`src/rtl/demux_1to3_stream.sv`:
```
// Routes one valid/ready stream to one of three single-entry output channels,
// selected per beat; illegal-select beats are dropped and counted.
module demux_1to3_stream #(
    parameter int WIDTH = 32,
    parameter int CNT_W = 8
) (
    input  logic             clk,
    input  logic             rst,
    input  logic             in_valid,
    output logic             in_ready,
    input  logic [1:0]       in_sel,
    input  logic [WIDTH-1:0] in_data,
    output logic [2:0]       out_valid,
    input  logic [2:0]       out_ready,
    output logic [WIDTH-1:0] out0_data,
    output logic [WIDTH-1:0] out1_data,
    output logic [WIDTH-1:0] out2_data,
    output logic             err_sel,
    output logic [CNT_W-1:0] drop_count
);

    typedef enum logic {EMPTY = 1'b0, FULL = 1'b1} ch_state_t;

    logic [2:0]       full;
    logic [3:0]       full_ext;
    logic [3:0]       out_ready_ext;
    logic             accept;
    logic             illegal;
    logic [WIDTH-1:0] data_arr [3];
    logic             err_sel_reg;
    logic [CNT_W-1:0] drop_count_reg;

    // Select 3 maps to the padding bit so illegal beats are always taken.
    assign full_ext      = {1'b0, full};
    assign out_ready_ext = {1'b0, out_ready};
    assign in_ready      = !rst && (in_sel == 2'd3 || !full_ext[in_sel] || out_ready_ext[in_sel]);
    assign accept        = in_valid && in_ready;
    assign illegal       = accept && (in_sel == 2'd3);

    genvar gi;
    generate
        for (gi = 0; gi < 3; gi++) begin : g_ch
            ch_state_t        state_reg, state_next;
            logic [WIDTH-1:0] data_reg;
            logic             load;

            assign load = accept && (in_sel == 2'(gi));

            always_ff @(posedge clk or posedge rst) begin
                if (rst) begin
                    state_reg <= EMPTY;
                end else begin
                    state_reg <= state_next;
                end
            end

            // A load wins over a drain so a ready consumer sees one beat per cycle.
            always_comb begin
                state_next = state_reg;
                if (load) begin
                    state_next = FULL;
                end else if (out_ready[gi] && state_reg == FULL) begin
                    state_next = EMPTY;
                end
            end

            always_comb begin
                full[gi] = (state_reg == FULL);
            end

            always_ff @(posedge clk or posedge rst) begin
                if (rst) begin
                    data_reg <= '0;
                end else if (load) begin
                    data_reg <= in_data;
                end
            end

            assign data_arr[gi] = data_reg;
        end
    endgenerate

    always_ff @(posedge clk or posedge rst) begin
        if (rst) begin
            err_sel_reg    <= 1'b0;
            drop_count_reg <= '0;
        end else begin
            err_sel_reg <= illegal;
            if (illegal && drop_count_reg != {CNT_W{1'b1}}) begin
                drop_count_reg <= drop_count_reg + 1'b1;
            end
        end
    end

    assign out_valid  = full;
    assign out0_data  = data_arr[0];
    assign out1_data  = data_arr[1];
    assign out2_data  = data_arr[2];
    assign err_sel    = err_sel_reg;
    assign drop_count = drop_count_reg;

endmodule
```
`config.mk`:
```
export PLATFORM = sky130hd
export DESIGN_NAME = demux_1to3_stream
export DESIGN_NICKNAME = d
export VERILOG_FILES = /design/src/rtl/demux_1to3_stream.sv
export SDC_FILE = /design/constraint.sdc
export NUM_CORES = 1
export LEC_CHECK = 0
export CAP_MARGIN = 25
export CELL_PAD_IN_SITES_DETAIL_PLACEMENT = 0
export CELL_PAD_IN_SITES_GLOBAL_PLACEMENT = 2
export CORE_ASPECT_RATIO = 1.2
export CORE_MARGIN = 4
export CORE_UTILIZATION = 33
export CTS_CLUSTER_SIZE = 20
export DETAILED_ROUTE_END_ITERATION = 8
export PLACE_DENSITY = 0.89
export SLEW_MARGIN = 15
export SYNTH_ARGS = -nofsm -noshare
export SYNTH_HDL_FRONTEND = slang
export SYNTH_SLANG_ARGS = --single-unit
```
`constraint.sdc`:
```
create_clock -name clk -period 7.7 [get_ports clk]
set_input_delay 1.155 -clock clk [delete_from_list [all_inputs] [get_ports clk]]
set_output_delay 1.155 -clock clk [all_outputs]
set_load 0.05 [all_outputs]
```
==> results.yml, run 1 <==
detailed_routing:
  topRoutingLayerUsed: "met4"
  wl_um: 10200
  wl_per_cell_um: 17.4
  drt-vias-per-instance: 4.62
  drtIter0Drc: 72
  routedLengthMet1_um: 4240
  routed-wl-met2_um: 5160
  wl_met3_um: 733
  vias: 2715
  drtPass1Iterations: 4
  drcViolationCount: 0
  drtAntennaViolNets: 0
logic_synthesis:
  avgSynthCellArea_um2: 16.3
  synth_edf_count: 0
  syn-cell-area_um2: 4360
  synthArstFlopShare_pct: 100
  synth_nets: 309
  ys.flop_type: "dfrtp_1"
  synthDistinctLibCells: 37
  ys.warnings.count: 0
  ys_seq_area_share_pct: 62.0
  synth_top_cell_by_area: "dfrtp_1"
  syn_inst: 268
  netlist.area_leader.share_pct: 62.0
  synth-seq-cells: 108
  ys_top_cells_by_area: "dfrtp_1 (62%), mux2_2 (18%), mux2_4 (10%)"
clocking:
  cts_root_buffer: "clkbuf_16"
  cts-resized-gates: 0
  cts.sink_count: 108
  clk_latency_ps: 340
  clockBufferDepth: 2
  cts-hold-fix-buffers: 0
  cts_tree: "done"
  numCtsBuffers: 9
  cts_setup_buffers: 0
  h-tree-depth: 3
  path_clk_slew_ps: 80
cells_and_area:
  fin_util_pct: 49.2
  nFillCells: 1152
  final_cell_mix: "clkdlybuf4s50_1 (148), dfrtp_1 (108), mux2_2 (69), mux2_4 (29), clkbuf_16 (9)"
  final_layout_size_suffix_gt1_share_pct: 30.4
  area_delta_synth_final_pct: 44.3
  diodes: 0
  final_common_cell: "clkdlybuf4s50_1"
  final_nets: 460
sta:
  slew_headroom_pct: 34.4
  clock_skew_ps: 6.45
  setup_violations: 0
  setup_tns_ps: 0
  worst_pin_slew_ps: 982
  hold_viol_final: 0
  period_needed_ps: 4350
  rsz0062_at_grt: "false"
  slew_viol_final: 0
  finalCritPeriodShare_pct: 56.5
  clock.fmax_mhz: 230
  setup_ws_ps: 3350
die:
  die_h_um: 134
  die-area_um2: 15100
  coreArea_um2: 12800
  initial_core_util_pct: 34.1
  num_rows: 45
  die_x_um: 113
  io_pins: 149
placement:
  hpwlAfterDp_um: 7380
  numPortBuffers: 148
  gp_congestion: 0.710
  pre_cts_slack_ps: 3340
setup_path:
  crit_chain: "clkdlybuf4s50_1, and3b_1, a211o_1, a21oi_1, clkdlybuf4s50_1"
  worstPathArrival_ps: 3190
  critPathMaxStageDelay_ps: 850
  start_kind: "primary input"
  worst_setup_path_end_kind: "primary output"
  crit_required_ps: 6550
  slowest_stage: "clkdlybuf4s50_1"
  regToRegSetupSlack_ps: 5360
  cp_max_fo: 6
  critPathKind: "in2out"
  crit_top_cell: "clkdlybuf4s50_1"
power:
  seq_power_share_pct: 35.2
  p_clk_share_pct: 21.5
  power.density_nw_per_um2: 351
  vdd_drop_max_uv: 176
  p_int_uw: 1310
  p_sw_uw: 902
  p_leak_uw: 0.00274
  sw_frac_of_total_pct: 40.8
  pwr-share-comb_pct: 43.3
global_route:
  grt_overflow: 0
  grt_max_degree: 58
  grtUsageTotal_pct: 13.8
  antenna_found_initial: 0
  first_global_vias: 2953
  grt_pass1_wl_um: 16500
status:
  status: "completed"
run:
  maxCapViolCount: 0
min_path:
  hp-class: "reg2reg"
kinds of logic (layout without fill, tap and decap cells):
group / count (synthesis) / in the layout / synth area share, %
DFF: 108 / 108 / 62.0
muxes: 99 / 99 / 28.0
xor gates and xnor gates: 2 / 2 / 0.402
and+or+nand+nor: 26 / 26 / 4.16
AOI/OAI and AO/OA: 13 / 13 / 1.78
adders and majority gates: 1 / 1 / 0.287
buffers and inverters: 19 / 175 / 3.36
worst max-delay path: cells and delay by family:
kind,cells,cell delay [ps]
compound gates,2,400
buf+inv,2,1390
simple gates,1,250
final timing paths:
| check | from | end | cells past startpoint |
|---|---|---|---|
| min in group asynchronous | rst | g_ch[2].state_reg | 2 |
| setup / recovery | in_sel[0] | in_ready | 5 |
| setup reg to reg | g_ch[1].state_reg | out1_data[2] | 4 |
| hold / removal | out1_data[31] | out1_data[31] | 1 |
| max in group asynchronous | rst | out0_data[10] | 3 |
| hold reg to reg | out1_data[31] | out1_data[31] | 1 |
cell usage after synthesis, drive strengths merged, types with 2 or more instances:
| cell type | number |
|---|---|
| a21oi | 4 |
| a31oi | 2 |
| buf | 13 |
| dfrtp | 108 |
| inv | 6 |
| mux2 | 98 |
| nand2 | 3 |
| nand2b | 4 |
| nand3 | 2 |
| nand4 | 2 |
| nor3 | 2 |
| nor4 | 2 |
| o21ai | 4 |
| or2 | 2 |
routing by layer:
| metal | global-route usage [%] | vias up |
|---|---|---|
| met5 | 0 | - |
| met4 | 3.61 | 0 |
| met3 | 5.32 | 7 |
| met2 | 23.4 | 85 |
| met1 | 16.4 | 1377 |
| li1 | - | 1246 |
through the flow:
stage | hold slack [ps] | power, uW | cells | cell area, um^2
floorplan | 483 | 1410 | 268 | 4360
global placement | 486 | 1740 | 571 | 5970
detailed placement | 493 | 1760 | 572 | 5980
CTS | 510 | 2240 | 588 | 6290
global route | 525 | 2310 | 588 | 6290
finish | 506 | 2210 | 588 | 6290
power groups by stage:
stage	sequential [uW]	clock, uW	combinational (uW)
after floorplan	1240	0	174
after global placement	785	0	957
after detailed placement	790	0	966
after CTS	781	492	968
after global routing	798	516	995
final	778	475	958
final cells by class:
class                           instances  area, um^2  area share, %
Sequential cell                       108        2700           43.0
Inverter                                6        25.0          0.398
Multi-Input combinational cell        141        1530           24.3
Clock buffer                            9         225           3.58
Tap cell                              164         205           3.26
Timing Repair Buffer                  153        1520           24.2
Clock inverter                          7        83.8           1.33
Power figures use the tool's default switching activity.
==> inputs of run 2 (changes only) <==
--- a/config.mk
+++ b/config.mk
@@ -10,10 +10,10 @@
 export CELL_PAD_IN_SITES_GLOBAL_PLACEMENT = 2
 export CORE_ASPECT_RATIO = 1.2
 export CORE_MARGIN = 4
-export CORE_UTILIZATION = 33
+export CORE_UTILIZATION = 31
 export CTS_CLUSTER_SIZE = 20
 export DETAILED_ROUTE_END_ITERATION = 8
-export PLACE_DENSITY = 0.89
+export PLACE_DENSITY = 0.85
 export SLEW_MARGIN = 15
 export SYNTH_ARGS = -nofsm -noshare
 export SYNTH_HDL_FRONTEND = slang
==> constraint.sdc (replaced) <==
create_clock -name clk -period 4.3 [get_ports clk]
set_input_delay 0.645 -clock clk [delete_from_list [all_inputs] [get_ports clk]]
set_output_delay 0.645 -clock clk [all_outputs]
set_load 0.05 [all_outputs]
==> run 2 against run 1 <==
Sequential power grew 80%. Die area up 6.0%. Critical path depth unchanged. Final cell count grew 1.4%. Utilization shrank 3.6 points. Register-to-register slack worse by 3400 ps. Clock power increased by 75%. Worst setup slack worse by 2400 ps. Global-route usage fell by 0.88 points. Cell area up 0.12%. Largest power group unchanged.
==> results.yml, run 2 (synthesized netlist as in run 1, its figures left out) <==
sta:
  clock.fmax_mhz: 298
  setup_violations: 0
  setup_ws_ps: 941
  finalCritPeriodShare_pct: 78.1
  setup_tns_ps: 0
  period_needed_ps: 3360
  hold_viol_final: 0
  worst_pin_slew_ps: 760
  rsz0062_at_grt: "false"
  slew_viol_final: 0
  clock_skew_ps: 5.43
  slew_headroom_pct: 49.3
power:
  power_uw: 3940
  seq_power_share_pct: 35.5
  p_clk_share_pct: 21.1
  p_sw_uw: 1590
  p_int_uw: 2350
  p_leak_uw: 0.00274
  sw_frac_of_total_pct: 40.4
  vdd_drop_max_uv: 288
  pwr-share-comb_pct: 43.4
  power.density_nw_per_um2: 626
die:
  io_pins: 149
  num_rows: 47
  initial_core_util_pct: 31.6
  coreArea_um2: 13800
  die_h_um: 138
  die-area_um2: 16000
  die_x_um: 116
detailed_routing:
  wl_met3_um: 648
  wl_per_cell_um: 17.3
  drt-vias-per-instance: 4.62
  drtAntennaViolNets: 0
  vias: 2755
  wl_um: 10300
  drcViolationCount: 0
  drtPass1Iterations: 4
  routed-wl-met2_um: 5410
  drtIter0Drc: 92
  routedLengthMet1_um: 4160
  topRoutingLayerUsed: "met4"
global_route:
  antenna_found_initial: 0
  first_global_vias: 2979
  grt_overflow: 0
  grt_pass1_wl_um: 16100
  grt_max_degree: 86
  grtUsageTotal_pct: 12.9
setup_path:
  slowest_stage: "clkdlybuf4s50_1"
  worst_setup_path_end_kind: "primary output"
  crit_top_cell: "clkdlybuf4s50_1"
  start_kind: "primary input"
  critPathMaxStageDelay_ps: 830
  worstPathArrival_ps: 2710
  critPathKind: "in2out"
  crit_required_ps: 3650
  cp_max_fo: 6
  crit_chain: "clkdlybuf4s50_1, and3b_1, a211o_1, a21oi_1, clkdlybuf4s50_1"
clocking:
  cts-resized-gates: 0
  cts-hold-fix-buffers: 0
  h-tree-depth: 3
  path_clk_slew_ps: 70
  clockBufferDepth: 2
  cts_root_buffer: "clkbuf_16"
  cts_tree: "done"
  cts.sink_count: 108
  numCtsBuffers: 9
  cts_setup_buffers: 0
  clk_latency_ps: 330
cells_and_area:
  seq_area_um2: 2700
  nFillCells: 1240
  final_nets: 461
  final_layout_size_suffix_gt1_share_pct: 30.4
  multi_input_area_um2: 1530
  area_delta_synth_final_pct: 44.4
  final_common_cell: "clkdlybuf4s50_1"
  final_cell_mix: "clkdlybuf4s50_1 (148), dfrtp_1 (108), mux2_2 (69), mux2_4 (29), clkbuf_16 (9)"
  diodes: 0
min_path:
  hp-class: "reg2reg"
placement:
  numPortBuffers: 148
  pre_cts_slack_ps: 900
  hpwlAfterDp_um: 7420
  gp_congestion: 0.726
status:
  status: "completed"
run:
  maxCapViolCount: 0
-- run 2: final cells by class --
cell class,count,share of cell area [%]
Timing Repair Buffer,154,24.2
Clock inverter,5,0.934
Multi-Input combinational cell,141,24.2
Tap cell,171,3.40
Inverter,6,0.437
Sequential cell,108,42.9
Clock buffer,11,3.85
-- run 2: path summary, 6_finish.rpt --
path,startpoint,endpoint,slack [ps],cells past startpoint
max in group asynchronous,rst,out2_data[11],2590,3
setup reg to reg,g_ch[1].state_reg,out1_data[0],1980,4
hold reg to reg,out2_data[21],out2_data[21],510,1
min in group asynchronous,rst,err_sel,890,2
setup / recovery,in_sel[0],in_ready,940,5
hold / removal,out2_data[21],out2_data[21],510,1
-- run 2: power by group through the flow --
| stage | clock [uW] | sequential (uW) | combinational (uW) |
|---|---|---|---|
| 2_1_floorplan | 0 | 2210 | 311 |
| 3_3_place_gp | 0 | 1410 | 1710 |
| 3_5_place_dp | 0 | 1420 | 1730 |
| 4_1_cts | 865 | 1400 | 1730 |
| 5_1_grt | 900 | 1430 | 1780 |
| 6_report | 832 | 1400 | 1710 |
-- run 2: critical path: cells and delay by family --
kind	cells	cell delay, ps
buffers and inverters	2	1370
AO/OA/AOI/OAI	2	440
AND/OR/NAND/NOR	1	250
-- run 2: stage by stage --
step	hold slack, ps	util, %	cell area (um^2)	std cells
2_1_floorplan	483	-	4360	268
6_report	507	45.6	6300	596
5_1_grt	527	45.6	6300	596
4_1_cts	512	45.6	6300	596
3_5_place_dp	492	43.4	5990	580
3_3_place_gp	488	43.4	5990	580
-- run 2: layer usage --
metal	vias up	GRT usage, %
li1	1252	-
met1	1424	15.3
met2	74	22.6
met3	5	4.10
met4	0	3.29
met5	-	0
==> inputs of run 3 (changes only) <==
==> constraint.sdc (replaced) <==
create_clock -name clk -period 3.2 [get_ports clk]
set_input_delay 0.48 -clock clk [delete_from_list [all_inputs] [get_ports clk]]
set_output_delay 0.48 -clock clk [all_outputs]
set_load 0.05 [all_outputs]
==> run 3 against run 2 <==
Critical path depth stayed put. Register-to-register slack worse by 650 ps. Power is 34% higher. Sequential power is 34% higher. Global-route usage is 0.26 points lower. Clock power is 33% higher. Clock skew is 3.0 ps higher. Cell area is 0.14% higher. Sequential cell count stayed put. Largest cell class unchanged.
==> results.yml, run 3 (synthesized netlist as in run 1, its figures left out) <==
status:
  status: "completed"
detailed_routing:
  drt-vias-per-instance: 4.64
  wl_um: 10100
  wl_per_cell_um: 16.9
  drtAntennaViolNets: 0
  drtIter0Drc: 108
  drcViolationCount: 0
  vias: 2774
  drtPass1Iterations: 4
clocking:
  cts.sink_count: 108
  h-tree-depth: 3
  path_clk_slew_ps: 70
  clockBufferDepth: 2
  cts_tree: "done"
  cts-resized-gates: 0
  cts_root_buffer: "clkbuf_16"
  cts-hold-fix-buffers: 0
  clk_latency_ps: 340
  numCtsBuffers: 9
  cts_setup_buffers: 0
die:
  coreArea_um2: 13800
  die-area_um2: 16000
  initial_core_util_pct: 31.6
  die_x_um: 116
  io_pins: 149
  num_rows: 47
  die_h_um: 138
placement:
  gp_congestion: 0.707
  place_area_um2: 6010
  pre_cts_slack_ps: 589
  numPlacedInstances: 582
  hpwlAfterDp_um: 7430
  numPortBuffers: 148
cells_and_area:
  area_delta_synth_final_pct: 44.6
  final_nets: 463
  final_cell_mix: "clkdlybuf4s50_1 (147), dfrtp_1 (108), mux2_2 (69), mux2_4 (29)"
  stdcell_area_um2: 6310
  final_layout_size_suffix_gt1_share_pct: 30.9
  diodes: 0
  final_common_cell: "clkdlybuf4s50_1"
  layoutNonFillerInstCount: 598
power:
  power.density_nw_per_um2: 838
  sw_frac_of_total_pct: 40.6
  power_uw: 5290
  p_clk_share_pct: 20.9
  seq_power_share_pct: 35.5
  p_sw_uw: 2140
  pwr-share-comb_pct: 43.6
  p_int_uw: 3140
  p_leak_uw: 0.00275
  vdd_drop_max_uv: 320
sta:
  clock_skew_ps: 8.38
  setup_ws_ps: 835
  rsz0062_at_grt: "false"
  clock.fmax_mhz: 423
  hold_viol_final: 0
  period_needed_ps: 2370
  finalCritPeriodShare_pct: 73.9
  worst_pin_slew_ps: 723
  setup_tns_ps: 0
  setup_violations: 0
  slew_viol_final: 0
  slew_headroom_pct: 51.8
setup_path:
  crit_required_ps: 2720
  crit_chain: "clkdlybuf4s50_1, and3b_1, a211o_1, a21oi_1, buf_4"
  worstPathArrival_ps: 1890
  worst_setup_path_end_kind: "primary output"
  start_kind: "primary input"
  cp_max_fo: 6
  slowest_stage: "clkdlybuf4s50_1"
  critPathKind: "in2out"
  critPathMaxStageDelay_ps: 540
global_route:
  grtUsageTotal_pct: 12.7
  antenna_found_initial: 0
  grt_max_degree: 58
  first_global_vias: 2989
  grt_pass1_wl_um: 15900
  grt_overflow: 0
run:
  maxCapViolCount: 0
min_path:
  hp-class: "reg2reg"
[run 3: cell types whose count changed in the layout (fill, tap and decap cells not counted)]
| cell | before | now |
|---|---|---|
| buf_4 | 6 | 9 |
| clkinv_4 | 0 | 1 |
| clkdlybuf4s50_1 | 148 | 147 |
| clkinvlp_4 | 2 | 1 |
| clkbuf_8 | 1 | 0 |
| inv_6 | 2 | 3 |
[run 3: worst max-delay path, delay by kind of cell]
family                 cells  cell delay [ps]
buffers and inverters      2              760
AO/OA/AOI/OAI              2              400
AND/OR/NAND/NOR            1              250
[run 3: metrics by stage]
stage	hold WS [ps]	utilization, %
2_1_floorplan	483	-
3_3_place_gp	490	43.5
3_5_place_dp	494	43.5
4_1_cts	512	45.6
5_1_grt	524	45.6
6_report	511	45.6
[run 3: routing by layer]
metal	wire [um]	GRT usage, %	part of all wire [%]
met1	4180	16.0	41
met5	0	0	0
met2	5060	20.8	50
met3	753	4.19	7.5
met4	119	3.42	1.2
[run 3: final cells by class]
| type | count | area, um^2 |
|---|---|---|
| inverters | 6 | 26.3 |
| clock buffers | 10 | 229 |
| clock inverters | 6 | 70.1 |
| well taps | 171 | 214 |
| flip-flops and latches | 108 | 2700 |
| fillers | 1285 | 7510 |
| repair buffers | 156 | 1540 |
| multi-input cells | 141 | 1530 |
[run 3: power groups by stage]
stage          combinational (uW)  clock (uW)  sequential [uW]
2_1_floorplan                 418           0             2980
3_3_place_gp                 2300           0             1890
3_5_place_dp                 2330           0             1900
4_1_cts                      2330        1160             1880
5_1_grt                      2400        1210             1920
6_report                     2310        1110             1880
[run 3: worst paths after layout]
path	startpoint	endpoint	slack, ps	depth (start not counted)
worst max register to register	g_ch[1].state_reg	out1_data[20]	1330	4
min in group asynchronous	rst	g_ch[0].state_reg	760	3
max in group asynchronous	rst	out1_data[13]	1920	3
worst min-delay path	out0_data[9]	out0_data[9]	510	1
worst min register to register	out0_data[9]	out0_data[9]	510	1
worst max-delay path	in_sel[0]	in_ready	830	5
